===== src/rtl/div_seq_ctrl.sv =====
// Programmable clock-divider sequencer: walks a {divisor, repeat} table to shape f_out.
// Define DIV_SEQ_IRQ_EN to add the irq / irq_clr interrupt ports.
module div_seq_ctrl #(
   parameter  int DW      = 8,
   parameter  int RW      = 4,
   parameter  int ENTRIES = 4,
   localparam int AW      = $clog2(ENTRIES)
) (
   input  logic          clk,
   input  logic          rst,
`ifdef DIV_SEQ_IRQ_EN
   input  logic          irq_clr,
   output logic          irq,
`endif
   input  logic          cfg_we,
   input  logic [AW-1:0] cfg_addr,
   input  logic [DW-1:0] cfg_div,
   input  logic [RW-1:0] cfg_rep,
   input  logic          start,
   input  logic          stop,
   input  logic          loop_en,
   output logic          f_out,
   output logic          busy,
   output logic [AW-1:0] idx,
   output logic          done,
   output logic          err
);
   typedef enum logic [1:0] {IDLE, LOAD, RUN, FINISH} state_t;

   state_t        state_reg;
   logic [DW-1:0] div_mem [ENTRIES];
   logic [RW-1:0] rep_mem [ENTRIES];
   logic [DW-1:0] cnt_reg;
   logic [DW-1:0] div_reg;
   logic [RW-1:0] rep_cnt_reg;
   logic          any_valid_reg;
   logic [DW-1:0] rd_div;
   logic [RW-1:0] rd_rep;
   state_t        adv_state_next;
   logic [AW-1:0] adv_idx_next;
   logic          adv_err_next;
   logic          adv_wrap_next;

   always_ff @(posedge clk or posedge rst) begin
      if (rst) begin
         for (int i = 0; i < ENTRIES; i++) begin
            div_mem[i] <= DW'(50);
            rep_mem[i] <= RW'(1);
         end
      end else if (cfg_we) begin
         div_mem[cfg_addr] <= cfg_div;
         rep_mem[cfg_addr] <= cfg_rep;
      end
   end

   assign rd_div = div_mem[idx];
   assign rd_rep = rep_mem[idx];

   // End-of-table decision; a pass with no runnable entry always finishes with err.
   always_comb begin
      adv_state_next = FINISH;
      adv_idx_next   = idx;
      adv_err_next   = 1'b0;
      adv_wrap_next  = 1'b0;
      if (idx != AW'(ENTRIES - 1)) begin
         adv_state_next = LOAD;
         adv_idx_next   = idx + AW'(1);
      end else if (!any_valid_reg) begin
         adv_err_next = 1'b1;
      end else if (loop_en) begin
         adv_state_next = LOAD;
         adv_idx_next   = '0;
         adv_wrap_next  = 1'b1;
      end
   end

   always_ff @(posedge clk or posedge rst) begin
      if (rst) begin
         state_reg     <= IDLE;
         f_out         <= 1'b0;
         busy          <= 1'b0;
         done          <= 1'b0;
         err           <= 1'b0;
         idx           <= '0;
         cnt_reg       <= '0;
         div_reg       <= '0;
         rep_cnt_reg   <= '0;
         any_valid_reg <= 1'b0;
      end else begin
         done <= 1'b0;
         case (state_reg)
            IDLE: begin
               f_out <= 1'b0;
               if (start && !stop) begin
                  state_reg     <= LOAD;
                  busy          <= 1'b1;
                  idx           <= '0;
                  err           <= 1'b0;
                  any_valid_reg <= 1'b0;
               end
            end
            LOAD: begin
               if (stop) begin
                  state_reg <= IDLE;
                  busy      <= 1'b0;
                  f_out     <= 1'b0;
               end else if (rd_div != '0 && rd_rep != '0) begin
                  state_reg     <= RUN;
                  cnt_reg       <= rd_div;
                  div_reg       <= rd_div;
                  rep_cnt_reg   <= rd_rep;
                  f_out         <= 1'b1;
                  any_valid_reg <= 1'b1;
               end else begin
                  if (rd_div == '0 || adv_err_next)
                     err <= 1'b1;
                  state_reg <= adv_state_next;
                  idx       <= adv_idx_next;
                  if (adv_wrap_next)
                     any_valid_reg <= 1'b0;
                  if (adv_state_next == FINISH) begin
                     busy <= 1'b0;
                     done <= 1'b1;
                  end
               end
            end
            RUN: begin
               if (stop) begin
                  state_reg <= IDLE;
                  busy      <= 1'b0;
                  f_out     <= 1'b0;
               end else if (cnt_reg > DW'(1)) begin
                  cnt_reg <= cnt_reg - DW'(1);
               end else if (f_out) begin
                  f_out   <= 1'b0;
                  cnt_reg <= div_reg;
               end else if (rep_cnt_reg > RW'(1)) begin
                  rep_cnt_reg <= rep_cnt_reg - RW'(1);
                  f_out       <= 1'b1;
                  cnt_reg     <= div_reg;
               end else begin
                  if (adv_err_next)
                     err <= 1'b1;
                  state_reg <= adv_state_next;
                  idx       <= adv_idx_next;
                  if (adv_wrap_next)
                     any_valid_reg <= 1'b0;
                  if (adv_state_next == FINISH) begin
                     busy <= 1'b0;
                     done <= 1'b1;
                  end
               end
            end
            FINISH: begin
               state_reg <= IDLE;
               f_out     <= 1'b0;
               busy      <= 1'b0;
            end
            default: state_reg <= IDLE;
         endcase
      end
   end

`ifdef DIV_SEQ_IRQ_EN
   logic err_d_reg;

   // Set (done pulse or err rising) takes priority over a same-cycle clear.
   always_ff @(posedge clk or posedge rst) begin
      if (rst) begin
         irq       <= 1'b0;
         err_d_reg <= 1'b0;
      end else begin
         err_d_reg <= err;
         if (done || (err && !err_d_reg))
            irq <= 1'b1;
         else if (irq_clr)
            irq <= 1'b0;
      end
   end
`endif

endmodule


===== config.mk =====
export PLATFORM = sky130hd
export DESIGN_NAME = div_seq_ctrl
export DESIGN_NICKNAME = d
export VERILOG_FILES = /design/src/rtl/div_seq_ctrl.sv
export SDC_FILE = /design/constraint.sdc
export NUM_CORES = 1
export LEC_CHECK = 0
export BUFFER_PORTS_ARGS = -buffer_cell sky130_fd_sc_hd__buf_2
export CAP_MARGIN = 20
export CORE_AREA = 3 3 92 159
export DETAILED_ROUTE_END_ITERATION = 10
export DIE_AREA = 0 0 95 162
export GPL_TIMING_DRIVEN = 0
export PLACE_DENSITY = 0.4
export SLEW_MARGIN = 40
export SYNTH_ARGS = -nofsm -noshare
export SYNTH_HDL_FRONTEND = slang
export SYNTH_SLANG_ARGS = --single-unit

===== constraint.sdc =====
create_clock -name clk -period 3.45 [get_ports clk]
set_clock_uncertainty 0.1 [all_clocks]
set_input_delay 0.345 -clock clk [delete_from_list [all_inputs] [get_ports clk]]
set_output_delay 0.345 -clock clk [all_outputs]
set_load 0.01 [all_outputs]

==> impl_metrics.csv, run 1 <==
group,metric,value,unit
cells_and_area,largest_register,"div_mem",
cells_and_area,area_delta_synth_final,16.65,%
logic_synthesis,synth_top_area_frac,0.3832,
floorplanning,die_w,95,µm
clocking,clk_pin_slew,0.06,ns
logic_synthesis,synth_common_cells,"dfrtp_1, mux2_2, nand2_1, nor2_1, a21oi_1",
detailed_routing,drc,0,
global_route,grt_pass1_wl,15890,µm
clocking,htreeDepth,3,
logic_synthesis,yosysTopAreaCell,"dfrtp_1",
cells_and_area,nets,388,
sta,worst_pin_slew,0.7664,ns
sta,period_needed,3.195,ns
cells_and_area,drive_gt1_frac,0.3912,
sta,slew_viol_final,0,
cells_and_area,largest_reg_flops,32,
sta,finalSetupViolations,0,
status,outcome,"finished clean",
critical_path,cp_max_fo,10,
floorplanning,rows,56,
detailed_routing,routed_wl,9597,µm
logic_synthesis,ys_seq_area_frac,0.4887,
job,drv_cap,0,
clocking,cts.path.max_buffers,2,
global_route,grt_util_all_layers,0.1373,
global_route,grt_pass1_vias,2922,
pwr,ir_worst_vdd,305.9,µV
detailed_routing,first_iter_violations,56,
sta,relSlewSlack,0.4891,
critical_path,ff2ff_path_depth,9,
critical_path,end_kind,"flip-flop",
pwr,cellPowerDensity,798.8,nW/µm²
critical_path,worstPathArrival,3.32,ns
logic_synthesis,syn_area,3984,µm²
placed_design,dp_hpwl,7161,µm
sta,setup_ws,0.2549,ns
clocking,clk_latency,0.33,ns
logic_synthesis,avgSynthCellArea,12.45,µm²
sta,max_clock_freq,313.0,MHz
detailed_routing,routedWlPerCell,17.87,µm
detailed_routing,drt_first_pass_iters,4,
sta,hold-worst-slack,0.1882,ns
cells_and_area,num_antenna_cells,0,
sta,rsz0062_at_grt,"false",
floorplanning,die_height,162,µm
placed_design,dp_slack,0.1723,ns
critical_path,cp.required,3.57,ns
logic_synthesis,synthesis.nets,350,
logic_synthesis,async_flop_share,1.000,
cells_and_area,fillers,1358,
cells_and_area,reg_top3,"div_mem: 32 flops, rep_mem: 16 flops",
detailed_routing,ant_nets,0,
logic_synthesis,ys_top_cells_by_area,"dfrtp_1, mux2_2, dfstp_2, mux4_2, ha_1",
worst_hold_path,whs_path_depth,2,
logic_synthesis,yosysMostFrequentCell,"dfrtp_1",
logic_synthesis,synth_edf_count,0,
worst_hold_path,hold_path.class,"in -> reg",
clocking,numCtsBuffers,9,
detailed_routing,viasPerCell,4.922,
logic_synthesis,synth.distinct_cells,51,
floorplanning,initial_utilization,0.2946,
logic_synthesis,yosys_warnings,0,
sta,finalCritPeriodShare,0.9261,
logic_synthesis,synth_ff_type,"dfrtp_1",
clocking,ctsRootBufferMaster,"clkbuf_16",
floorplanning,ios,26,
placed_design,dp_cells,520,
critical_path,start_kind,"flip-flop",
sta,hold_violations,0,
global_route,antenna_found_initial,0,
floorplanning,dieArea,15390,µm²
global_route,grt_max_degree,55,
clocking,cts_tree,"yes",
cells_and_area,utilization,0.3436,
logic_synthesis,synthCells,320,
critical_path,critPathKind,"reg -> reg",
global_route,overflow,0,
floorplanning,core,13520,µm²
logic_synthesis,ys_seq_elements,77,
cells_and_area,layout.cells.non_filler,537,
placed_design,port_buffers,25,
clocking,cts_sinks,77,
detailed_routing,vias,2643,
placed_design,gp_congestion,0.7813,
pwr,leakage,0.001912,µW
==> cells in the final DEF (no fill, tap or decap), drive strengths merged, types with 2 or more instances in the layout <==
cell / count
ha: 10
xnor2: 2
clkbuf: 15
mux4: 12
clkinv: 4
or2: 2
a311oi: 2
a31oi: 3
o211ai: 3
nor3: 5
buf: 34
nor2b: 2
inv: 13
mux2: 58
mux2i: 8
dfrtp: 61
dfstp: 16
o221ai: 2
a21oi: 19
o22a: 2
nor2: 19
o21ai: 15
o31ai: 3
clkinvlp: 2
or3: 3
nand3b: 2
nor4: 5
nand2: 22
==> worst max-delay path: stages (launching register included) <==
cell	delay [ns]
dfrtp_1	0.45
buf_6	0.17
buf_6	0.18
mux4_2	0.57
nor4_1	0.45
a21oi_2	0.18
and3_1	0.24
buf_6	0.15
a311oi_2	0.23
mux2_1	0.34
==> logic make-up after synthesis <==
| family | count (synthesis) | share of synthesized area |
|---|---|---|
| AOI/OAI and AO/OA | 60 | 0.1058 |
| xor gates and xnor gates | 3 | 0.006597 |
| adders and majority gates | 10 | 0.03141 |
| buffers and inverters | 26 | 0.03078 |
| DFF | 77 | 0.4887 |
| muxes | 78 | 0.2519 |
| and+or+nand+nor | 66 | 0.08480 |
==> report_power, final <==
group	internal, µW	switching, µW	leakage (µW)
combinational	672	752	0.000874
clock	504	388	0.000134
sequential	1190	203	0.000903
==> routing by layer <==
layer / global-route usage / wire length [µm] / vias up / share of wire
met1: 0.1588 / 3874 / 1342 / 0.40
li1: - / - / 1251 / -
met5: 0 / 0 / - / 0
met2: 0.2419 / 5211 / 32 / 0.54
met3: 0.02549 / 241 / 18 / 0.025
met4: 0.06045 / 270 / 0 / 0.028
==> path summary, 6_finish.rpt <==
| check | from | end | slack [ns] |
|---|---|---|---|
| max in group asynchronous | rst | rep_mem[8]$_DFFE_PP1P_ | 2.24 |
| min in group asynchronous | rst | div_mem[19]$_DFFE_PP0P_ | 0.42 |
| worst max register to register | idx[0]$_DFFE_PP0P_ | busy$_DFFE_PP0P_ | 0.25 |
| worst min-delay path | stop | f_out$_DFFE_PP0P_ | 0.19 |
| worst max-delay path | idx[0]$_DFFE_PP0P_ | busy$_DFFE_PP0P_ | 0.25 |
| worst min register to register | err$_DFFE_PP0P_ | err$_DFFE_PP0P_ | 0.38 |
==> cell type report <==
| class | instances | area, µm² | area share |
|---|---|---|---|
| repair buffers | 27 | 162.7 | 0.03500 |
| inverters | 13 | 53.80 | 0.01158 |
| clock inverters | 6 | 38.79 | 0.008347 |
| well taps | 174 | 217.7 | 0.04685 |
| flip-flops and latches | 77 | 1947 | 0.4190 |
| plain buffers | 13 | 73.82 | 0.01589 |
| multi-input cells | 217 | 1914 | 0.4120 |
| clock buffers | 10 | 239.0 | 0.05143 |
==> through the flow <==
step	setup TNS, ns	total power (µW)	cell area [µm²]
after floorplan	0	2469	3984
after global placement	-3.150	2844	4327
after detailed placement	0	2866	4359
after CTS	0	3775	4647
after global routing	0	4000	4647
final	0	3712	4647
==> what timing repair did <==
item	CTS	global route
endpoints found under the hold margin	20	0
hold buffers	1	0
buffers inserted	0	0
resized for setup	0	0
No activity file was read; power rests on OpenSTA's default activity.
==> run 2: changes to the inputs <==
- REMOVE_ABC_BUFFERS: not set -> 1
==> impl_metrics.csv, run 2 (synthesized netlist as in run 1, its figures left out) <==
group,metric,value,unit
status,outcome,"finished clean",
global_route,overflow,0,
critical_path,end_kind,"flip-flop",
cells_and_area,area_delta_synth_final,16.74,%
sta,period_needed,3.193,ns
pwr,ir_worst_vdd,237.2,µV
critical_path,critPathKind,"reg -> reg",
placed_design,gp_congestion,0.7468,
critical_path,worstPathArrival,3.30,ns
cells_and_area,nets,379,
detailed_routing,vias,2603,
placed_design,port_buffers,25,
sta,rsz0062_at_grt,"false",
clocking,clk_latency,0.33,ns
clocking,cts_sinks,77,
cells_and_area,utilization,0.3439,
critical_path,worst_path_largest_cell_delay,0.62,ns
pwr,cellPowerDensity,808.8,nW/µm²
clocking,htreeDepth,3,
job,drv_cap,0,
cells_and_area,fillers,1333,
sta,finalSetupViolations,0,
cells_and_area,largest_reg_flops,32,
detailed_routing,viasPerCell,4.930,
cells_and_area,layout.cells.non_filler,528,
critical_path,cp_cell_sequence,"mux4_2, nor4_4, a21oi_2, and3_1, a311oi_2, mux2_1",
worst_hold_path,hold_path.class,"in -> reg",
pwr,leakage,0.001902,µW
detailed_routing,drt_first_pass_iters,4,
cells_and_area,stdcell_area,4651,µm²
cells_and_area,num_antenna_cells,0,
floorplanning,core,13520,µm²
clocking,cts_tree,"yes",
global_route,grt_max_degree,58,
global_route,antenna_found_initial,0,
detailed_routing,routedWlPerCell,17.47,µm
sta,worst_pin_slew,0.7692,ns
sta,setup_ws,0.2566,ns
cells_and_area,largest_register,"div_mem",
sta,max_clock_freq,313.1,MHz
global_route,grt_pass1_vias,2811,
clocking,clk_pin_slew,0.07,ns
placed_design,placed_area,4314,µm²
clocking,numCtsBuffers,9,
sta,finalCritPeriodShare,0.9256,
cells_and_area,reg_top3,"div_mem: 32 flops, rep_mem: 16 flops",
detailed_routing,routed_wl,9226,µm
cells_and_area,layout_commonest_cell,"dfrtp_1",
cells_and_area,drive_gt1_frac,0.4068,
critical_path,cp_max_fo,16,
sta,relSlewSlack,0.4856,
floorplanning,dieArea,15390,µm²
cells_and_area,final_cell_mix,"dfrtp_1, mux2_2, buf_2",
critical_path,ff2ff_path_depth,6,
critical_path,cp.required,3.56,ns
sta,hold_violations,0,
floorplanning,initial_utilization,0.2946,
placed_design,dp_hpwl,6503,µm
detailed_routing,drc,0,
clocking,ctsRootBufferMaster,"clkbuf_16",
detailed_routing,ant_nets,0,
critical_path,start_kind,"flip-flop",
floorplanning,rows,56,
placed_design,dp_cells,510,
floorplanning,die_height,162,µm
global_route,grt_util_all_layers,0.1319,
clocking,cts.path.max_buffers,2,
detailed_routing,first_iter_violations,74,
floorplanning,die_w,95,µm
critical_path,cp_slowest_cell,"dfrtp_4",
sta,slew_viol_final,0,
worst_hold_path,whs_path_depth,2,
global_route,grt_pass1_wl,15550,µm
placed_design,dp_slack,-0.1059,ns
floorplanning,ios,26,
run 2: what timing repair did:
action | CTS | global route
buffers inserted | 0 | 0
hold buffers | 1 | 0
hold endpoints to repair | 20 | 0
resized for setup | 1 | 3
pin swaps | 0 | 0
endpoints found under the setup margin | 3 | 6
run 2: cell type report:
| cell class | instances | area [µm²] | share of cell area |
|---|---|---|---|
| flip-flops and latches | 77 | 1954 | 0.4202 |
| multi-input cells | 217 | 1933 | 0.4157 |
| clock buffers | 10 | 229.0 | 0.04923 |
| well taps | 174 | 217.7 | 0.04681 |
| repair buffers | 31 | 193.9 | 0.04170 |
| clock inverters | 6 | 68.82 | 0.01480 |
| inverters | 13 | 53.80 | 0.01157 |
run 2: routing by layer:
metal / share of wire / up-vias / global-route usage
met1: 0.44 / 1335 / 0.1648
met5: 0 / - / 0
met2: 0.53 / 25 / 0.2261
met4: 0.013 / 0 / 0.04468
met3: 0.015 / 8 / 0.02363
li1: - / 1235 / -
run 2: worst paths after layout:
| path | start | to | slack [ns] |
|---|---|---|---|
| min reg2reg | div_mem[15]$_DFFE_PP0P_ | div_mem[15]$_DFFE_PP0P_ | 0.40 |
| max | idx[0]$_DFFE_PP0P_ | busy$_DFFE_PP0P_ | 0.26 |
| max in group asynchronous | rst | div_mem[29]$_DFFE_PP1P_ | 2.24 |
| min | cfg_div[5] | div_mem[29]$_DFFE_PP1P_ | 0.18 |
| max reg2reg | idx[0]$_DFFE_PP0P_ | busy$_DFFE_PP0P_ | 0.26 |
| min in group asynchronous | rst | rep_cnt_reg[1]$_DFFE_PP0P_ | 0.40 |
run 2: where the power goes:
part / internal (µW) / switching (µW)
Clock: 568 / 398
Sequential: 1200 / 247
Combinational: 648 / 703
Total: 2410 / 1350
run 2: per-stage QoR:
stage / hold WS (ns) / power [µW] / setup TNS (ns)
CTS: 0.1733 / 3805 / 0
floorplan: 0.3112 / 2426 / 0
global route: 0.1898 / 4052 / 0
finish: 0.1839 / 3761 / 0
detailed placement: 0.2112 / 2818 / -0.1354
global placement: 0.3770 / 2781 / -4.092
run 2: critical path: cells and delay by family (launching register included):
family	cells	cell delay, ns
multiplexers	2	0.97
AND/OR/NAND/NOR	2	0.86
flip-flops	1	0.62
AO/OA/AOI/OAI	2	0.51
